$ cat config.mk
export PLATFORM = sky130hd
export DESIGN_NAME = apb_master_bridge_flat
export DESIGN_NICKNAME = d
export VERILOG_FILES = /design/src/rtl/apb_master_bridge_if.sv /design/src/rtl/apb_master_bridge.sv /design/src/flat_wrapper.sv
export SDC_FILE = /design/constraint.sdc
export NUM_CORES = 1
export LEC_CHECK = 0
export BUFFER_PORTS_ARGS = -buffer_cell sky130_fd_sc_hd__buf_2
export CORE_MARGIN = 2
export CORE_UTILIZATION = 30
export DETAILED_ROUTE_END_ITERATION = 6
export SYNTH_ARGS = -nofsm -noshare
export SYNTH_HDL_FRONTEND = slang
export SYNTH_SLANG_ARGS = --single-unit
$ cat constraint.sdc
create_clock -name PCLK -period 6.9 [get_ports PCLK]
set_input_delay 1.38 -clock PCLK [delete_from_list [all_inputs] [get_ports PCLK]]
set_output_delay 1.38 -clock PCLK [all_outputs]
set_load 0.05 [all_outputs]
$ cat src/rtl/apb_master_bridge_if.sv
// Command/response port plus APB requester signals for apb_master_bridge.
// The master modport is the bridge's view; slave is the system/peripheral side.
interface apb_master_bridge_if #(
  parameter int DATA_WIDTH    = 32,
  parameter int ADDRESS_WIDTH = 32
);
  logic                     req_valid;
  logic                     req_ready;
  logic [ADDRESS_WIDTH-1:0] req_addr;
  logic                     req_write;
  logic [DATA_WIDTH-1:0]    req_wdata;
  logic                     rsp_valid;
  logic [DATA_WIDTH-1:0]    rsp_rdata;
  logic                     rsp_err;
  logic [ADDRESS_WIDTH-1:0] PADDR;
  logic                     PSEL1;
  logic                     PSEL2;
  logic                     PENABLE;
  logic                     PWRITE;
  logic [DATA_WIDTH-1:0]    PWDATA;
  logic [DATA_WIDTH-1:0]    PRDATA;
  logic                     PREADY;
  logic                     PSLVERR;

  modport master (
    input  req_valid, req_addr, req_write, req_wdata, PRDATA, PREADY, PSLVERR,
    output req_ready, rsp_valid, rsp_rdata, rsp_err,
           PADDR, PSEL1, PSEL2, PENABLE, PWRITE, PWDATA
  );

  modport slave (
    output req_valid, req_addr, req_write, req_wdata, PRDATA, PREADY, PSLVERR,
    input  req_ready, rsp_valid, rsp_rdata, rsp_err,
           PADDR, PSEL1, PSEL2, PENABLE, PWRITE, PWDATA
  );
endinterface

$ cat src/rtl/apb_master_bridge.sv
// APB requester: valid/ready command in, SETUP/ACCESS transfer to GPIO (PSEL1) or
// UART (PSEL2), one-cycle response strobe out. Undecoded slaves error without bus activity.
module apb_master_bridge #(
  parameter int DATA_WIDTH     = 32,
  parameter int ADDRESS_WIDTH  = 32,
  parameter int TIMEOUT_CYCLES = 16
) (
  input logic                 PCLK,
  input logic                 PRESET,
  apb_master_bridge_if.master bus
);
  localparam int DW = DATA_WIDTH;
  localparam int AW = ADDRESS_WIDTH;
  localparam int CW = (TIMEOUT_CYCLES < 2) ? 1 : $clog2(TIMEOUT_CYCLES + 1);
  localparam logic [CW-1:0] TO_LAST = CW'(TIMEOUT_CYCLES - 1);

  localparam logic [1:0] S_IDLE   = 2'd0;
  localparam logic [1:0] S_SETUP  = 2'd1;
  localparam logic [1:0] S_ACCESS = 2'd2;
  localparam logic [1:0] S_ERR    = 2'd3;

  typedef struct packed {
    logic [AW-1:0] addr;
    logic          write;
    logic [DW-1:0] wdata;
    logic          uart;
  } cmd_t;

  logic [1:0]    state;
  cmd_t          cmd;
  logic [CW-1:0] wcnt;
  logic          rsp_valid;
  logic [DW-1:0] rsp_rdata;
  logic          rsp_err;
  logic [3:0]    slv;
  logic          in_xfer;

  assign slv     = bus.req_addr[AW-1:AW-4];
  assign in_xfer = (state == S_SETUP) || (state == S_ACCESS);

  always_ff @(posedge PCLK or posedge PRESET) begin
    if (PRESET) begin
      state     <= S_IDLE;
      cmd       <= '0;
      wcnt      <= '0;
      rsp_valid <= 1'b0;
      rsp_rdata <= '0;
      rsp_err   <= 1'b0;
    end else begin
      rsp_valid <= 1'b0;
      case (state)
        S_IDLE: begin
          if (bus.req_valid) begin
            // APB side registers only change for decodable slaves
            if (slv == 4'h0 || slv == 4'h1) begin
              cmd.addr  <= {4'b0, bus.req_addr[AW-5:0]};
              cmd.write <= bus.req_write;
              cmd.wdata <= bus.req_wdata;
              cmd.uart  <= slv[0];
              state     <= S_SETUP;
            end else begin
              state     <= S_ERR;
            end
          end
        end
        S_SETUP: begin
          wcnt  <= '0;
          state <= S_ACCESS;
        end
        S_ACCESS: begin
          // PREADY is checked first so a late ready beats the timeout
          if (bus.PREADY) begin
            state     <= S_IDLE;
            rsp_valid <= 1'b1;
            rsp_err   <= bus.PSLVERR;
            rsp_rdata <= (!cmd.write && !bus.PSLVERR) ? bus.PRDATA : '0;
          end else if (wcnt == TO_LAST) begin
            state     <= S_IDLE;
            rsp_valid <= 1'b1;
            rsp_err   <= 1'b1;
            rsp_rdata <= '0;
          end else begin
            wcnt <= wcnt + CW'(1);
          end
        end
        S_ERR: begin
          state     <= S_IDLE;
          rsp_valid <= 1'b1;
          rsp_err   <= 1'b1;
          rsp_rdata <= '0;
        end
        default: state <= S_IDLE;
      endcase
    end
  end

  assign bus.req_ready = (state == S_IDLE);
  assign bus.rsp_valid = rsp_valid;
  assign bus.rsp_rdata = rsp_rdata;
  assign bus.rsp_err   = rsp_err;
  assign bus.PADDR     = cmd.addr;
  assign bus.PSEL1     = in_xfer & ~cmd.uart;
  assign bus.PSEL2     = in_xfer &  cmd.uart;
  assign bus.PENABLE   = (state == S_ACCESS);
  assign bus.PWRITE    = cmd.write;
  assign bus.PWDATA    = cmd.wdata;
endmodule

$ cat src/flat_wrapper.sv
// flat-port wrapper written by rule: the top's interface ports become plain ports
module apb_master_bridge_flat 
#(
  parameter int DATA_WIDTH     = 32,
  parameter int ADDRESS_WIDTH  = 32,
  parameter int TIMEOUT_CYCLES = 16
)
  (PCLK, PRESET, bus_req_valid, bus_req_addr, bus_req_write, bus_req_wdata, bus_PRDATA, bus_PREADY, bus_PSLVERR, bus_req_ready, bus_rsp_valid, bus_rsp_rdata, bus_rsp_err, bus_PADDR, bus_PSEL1, bus_PSEL2, bus_PENABLE, bus_PWRITE, bus_PWDATA);
  apb_master_bridge_if #(.DATA_WIDTH(DATA_WIDTH), .ADDRESS_WIDTH(ADDRESS_WIDTH)) bus_i ();
  input logic PCLK;
  input logic PRESET;
  input wire logic [$bits(bus_i.req_valid)-1:0] bus_req_valid;
  input wire logic [$bits(bus_i.req_addr)-1:0] bus_req_addr;
  input wire logic [$bits(bus_i.req_write)-1:0] bus_req_write;
  input wire logic [$bits(bus_i.req_wdata)-1:0] bus_req_wdata;
  input wire logic [$bits(bus_i.PRDATA)-1:0] bus_PRDATA;
  input wire logic [$bits(bus_i.PREADY)-1:0] bus_PREADY;
  input wire logic [$bits(bus_i.PSLVERR)-1:0] bus_PSLVERR;
  output wire logic [$bits(bus_i.req_ready)-1:0] bus_req_ready;
  output wire logic [$bits(bus_i.rsp_valid)-1:0] bus_rsp_valid;
  output wire logic [$bits(bus_i.rsp_rdata)-1:0] bus_rsp_rdata;
  output wire logic [$bits(bus_i.rsp_err)-1:0] bus_rsp_err;
  output wire logic [$bits(bus_i.PADDR)-1:0] bus_PADDR;
  output wire logic [$bits(bus_i.PSEL1)-1:0] bus_PSEL1;
  output wire logic [$bits(bus_i.PSEL2)-1:0] bus_PSEL2;
  output wire logic [$bits(bus_i.PENABLE)-1:0] bus_PENABLE;
  output wire logic [$bits(bus_i.PWRITE)-1:0] bus_PWRITE;
  output wire logic [$bits(bus_i.PWDATA)-1:0] bus_PWDATA;
  assign bus_i.req_valid = bus_req_valid;
  assign bus_i.req_addr = bus_req_addr;
  assign bus_i.req_write = bus_req_write;
  assign bus_i.req_wdata = bus_req_wdata;
  assign bus_i.PRDATA = bus_PRDATA;
  assign bus_i.PREADY = bus_PREADY;
  assign bus_i.PSLVERR = bus_PSLVERR;
  assign bus_req_ready = bus_i.req_ready;
  assign bus_rsp_valid = bus_i.rsp_valid;
  assign bus_rsp_rdata = bus_i.rsp_rdata;
  assign bus_rsp_err = bus_i.rsp_err;
  assign bus_PADDR = bus_i.PADDR;
  assign bus_PSEL1 = bus_i.PSEL1;
  assign bus_PSEL2 = bus_i.PSEL2;
  assign bus_PENABLE = bus_i.PENABLE;
  assign bus_PWRITE = bus_i.PWRITE;
  assign bus_PWDATA = bus_i.PWDATA;
  apb_master_bridge #(.DATA_WIDTH(DATA_WIDTH), .ADDRESS_WIDTH(ADDRESS_WIDTH), .TIMEOUT_CYCLES(TIMEOUT_CYCLES)) u_core (.PCLK(PCLK), .PRESET(PRESET), .bus(bus_i));
endmodule
==> out/results.tsv <==
metric	value	unit
first_iter_violations	112	
rsz0062_at_grt	no	
cts-resized-gates	0	
detail-route-antenna-nets	0	
slew_headroom	43.7	%
area_growth	21.3	%
crit_path_cell_trace	inv_1 -> ha_1 -> inv_1 -> nor2_1 -> buf_2	
vias_per_cell	4.38	
path_clk_slew	70	ps
period_needed	3170	ps
drtPass1Iterations	4	
globalplace.congestion	0.757	
hold_depth	1	
antenna_cells	0	
synthXorXnorAreaFrac	0	%
synth_compound_area_share	9.09	%
whs	481	ps
yosysTopAreaCell	dfrtp_1	
cts_buffers	9	
initial_core_util	30.3	%
syn_area	4560	um2
worstSetupEndpointType	output pin	
synth-simple-area-share	2.44	%
seq_area_frac_synth	56.6	%
path_common_cell	inv_1	
fmax	316	MHz
cts_hold_buf	0	
critPathMaxFanout	6	
powerDensity	549	nW/um2
io_buffers	200	
syn_inst	328	
r2r_cells	5	
post_cts_buffers	0	
final_nets	576	
insertion_delay	340	ps
synth.area.mux_share	16.0	%
start_kind	flip-flop	
yosysWarnings	0	
worstMarginPinSlew	841	ps
final_util	36.8	%
dp.cells	644	
finalSetupViolCount	0	
placeableCoreArea	15000	um2
grt_pass1_wl	14200	um
cts-root-buf	clkbuf_16	
r2r-start	u_core.state[0]$_DFFE_PP0P_	
grt_start_max_net_pins	62	
ir_drop	0.000180	V
clk_path_buf_depth	2	
hold_path_class	flip-flop to flip-flop	
min_from	u_core.bus.PWDATA[10]$_DFFE_PP0P_	
leakagePower	2.99	nW
status	completed	
cts_tree	built	
crit_type	flip-flop to output pin	
overflow	0	
htreeDepth	3	
synth_top_family_by_area	multiplexers	
slowest_delay	400	ps
synth_top_area_share	56.6	%
wl	8740	um
antenna_found_initial	0	
design.die.area	16200	um2
die_w	127	um
post-dp-hpwl	6430	um
slowest_stage	ha_1	
required	5520	ps
reg2reg_to	u_core.bus.PADDR[5]$_DFFE_PP0P_	
std_cell_rows	45	
worstPathArrival	1790	ps
finalCritPeriodShare	45.9	%
ioPinCount	205	
clock_skew	8.12	ps
setup_tns	0	ps
synthTopCellsByArea	dfrtp_1 (57%), mux2_1 (15%), buf_4 (11%)	
final-max-slew-violation-count	0	
drc_errors	0	
drive_gt1_share	48.1	%
layout.cells.non_filler	660	
wl_per_cell	13.2	um
maxCapViolations	0	
avgSynthCellArea	13.9	um2
first_global_vias	2910	
die_h	127	um
reg2reg_setup_slack	4720	ps
yosys.area_share.adder	1.92	%
grt_use_total	11.2	%
whs_endpoint	u_core.bus.PWDATA[10]$_DFFE_PP0P_	
yosysUniqueCellTypes	36	
clkSinkCount	103	
synth_seq_cells	103	
vias	2892	
final_hold_viol_count	0	
-- how the worst max path moves through the flow --
stage / depth (start not counted) / slack (ps) / startpoint / end
floorplan: 1 / 2820 / PRESET / u_core.bus.PADDR[0]$_DFFE_PP0P_
global placement: 5 / 3750 / bus_req_addr[29] / u_core.bus.PADDR[16]$_DFFE_PP0P_
detailed placement: 5 / 3660 / bus_req_addr[29] / u_core.bus.PADDR[7]$_DFFE_PP0P_
CTS: 5 / 3680 / u_core.state[0]$_DFFE_PP0P_ / bus_PSEL1
global route: 5 / 3590 / u_core.state[1]$_DFFE_PP0P_ / bus_PSEL1
finish: 5 / 3730 / u_core.state[0]$_DFFE_PP0P_ / bus_PSEL1
-- cell usage in the layout, fill, tap and decap left out, types with 2 or more instances in the layout --
cell       count
mux2_4         2
clkbuf_16      9
nor2_1         3
dfrtp_1      103
clkinv_4       2
mux2_1        62
a21o_1         2
nand2_1        4
inv_1          6
a22o_1        34
buf_4          3
inv_6          3
buf_2        200
conb_1         4
ha_1           7
nand3_1        2
-- state kept, by name, summed over array words and instances, names as in the netlist --
| name | cells |
|---|---|
| u_core.bus.PADDR | 28 |
| u_core.bus.PWDATA | 32 |
| u_core.bus.PWRITE | 1 |
| u_core.bus.rsp_err | 1 |
| u_core.bus.rsp_rdata | 32 |
| u_core.bus.rsp_valid | 1 |
| u_core.cmd | 1 |
| u_core.state | 2 |
| u_core.wcnt | 5 |
-- logic make-up (layout without fill, tap and decap cells) --
family	count (synthesis)	count (layout)
flip-flops	103	103
other	1	4
AO/OA/AOI/OAI	48	48
buffers and inverters	85	226
multiplexers	64	64
AND/OR/NAND/NOR	20	20
adder cells (fa/ha/maj)	7	7
-- critical path: cells and delay by family (launching register included) --
family	cells	cell delay, ps
adders and majority gates	1	400
buffers and inverters	3	530
DFF	1	390
and+or+nand+nor	1	130
-- report_power, final --
part           internal (W)  total [W]  switching, W
combinational      0.000383    0.00157       0.00119
sequential         0.000847   0.000970      0.000123
clock              0.000260   0.000489      0.000230
-- synthesized netlist by cell type (all sizes together) --
master and count:
a22o 34, o22ai 1, o21ai 3, nand3b 1
ha 7, and3 2, or3b 2, inv 7
a21o 2, o22a 1, conb 1, a21boi 1
nor3 2, clkbuf 1, a211o 1, a2bb2oi 1
o211a 1, a21oi 1, nand3 2, dfrtp 103
or2 1, nor4 1, buf 77, nand4 1
nor2 3, nand2 4, o221ai 1, and2 1
mux2 64, o21a 1
-- area by class of cell --
| class | count | area, um2 |
|---|---|---|
| Clock buffer | 10 | 239 |
| Timing Repair Buffer | 203 | 1020 |
| Tap cell | 188 | 235 |
| Clock inverter | 6 | 51.3 |
| Inverter | 7 | 28.8 |
| Multi-Input combinational cell | 143 | 1370 |
| Sequential cell | 103 | 2580 |
| Fill cell | 1484 | 9510 |
-- metrics by stage --
| step | area (um2) | power (W) | setup slack, ps |
|---|---|---|---|
| after floorplan | 4570 | 0.00246 | 2820 |
| after global placement | 5230 | 0.00254 | 3750 |
| after detailed placement | 5230 | 0.00257 | 3660 |
| after CTS | 5520 | 0.00308 | 3680 |
| after global routing | 5530 | 0.00320 | 3590 |
| final | 5530 | 0.00303 | 3730 |
-- metal layers --
| layer | up-vias | wire, um | global-route usage (%) | part of all wire, % |
|---|---|---|---|---|
| li1 | 1363 | - | - | - |
| met1 | 1392 | 3750 | 14.1 | 43 |
| met2 | 127 | 4050 | 17.3 | 46 |
| met3 | 10 | 791 | 4.19 | 9.0 |
| met4 | 0 | 144 | 5.24 | 1.6 |
| met5 | - | 0 | 0 | 0 |
Power figures use the tool's default switching activity.
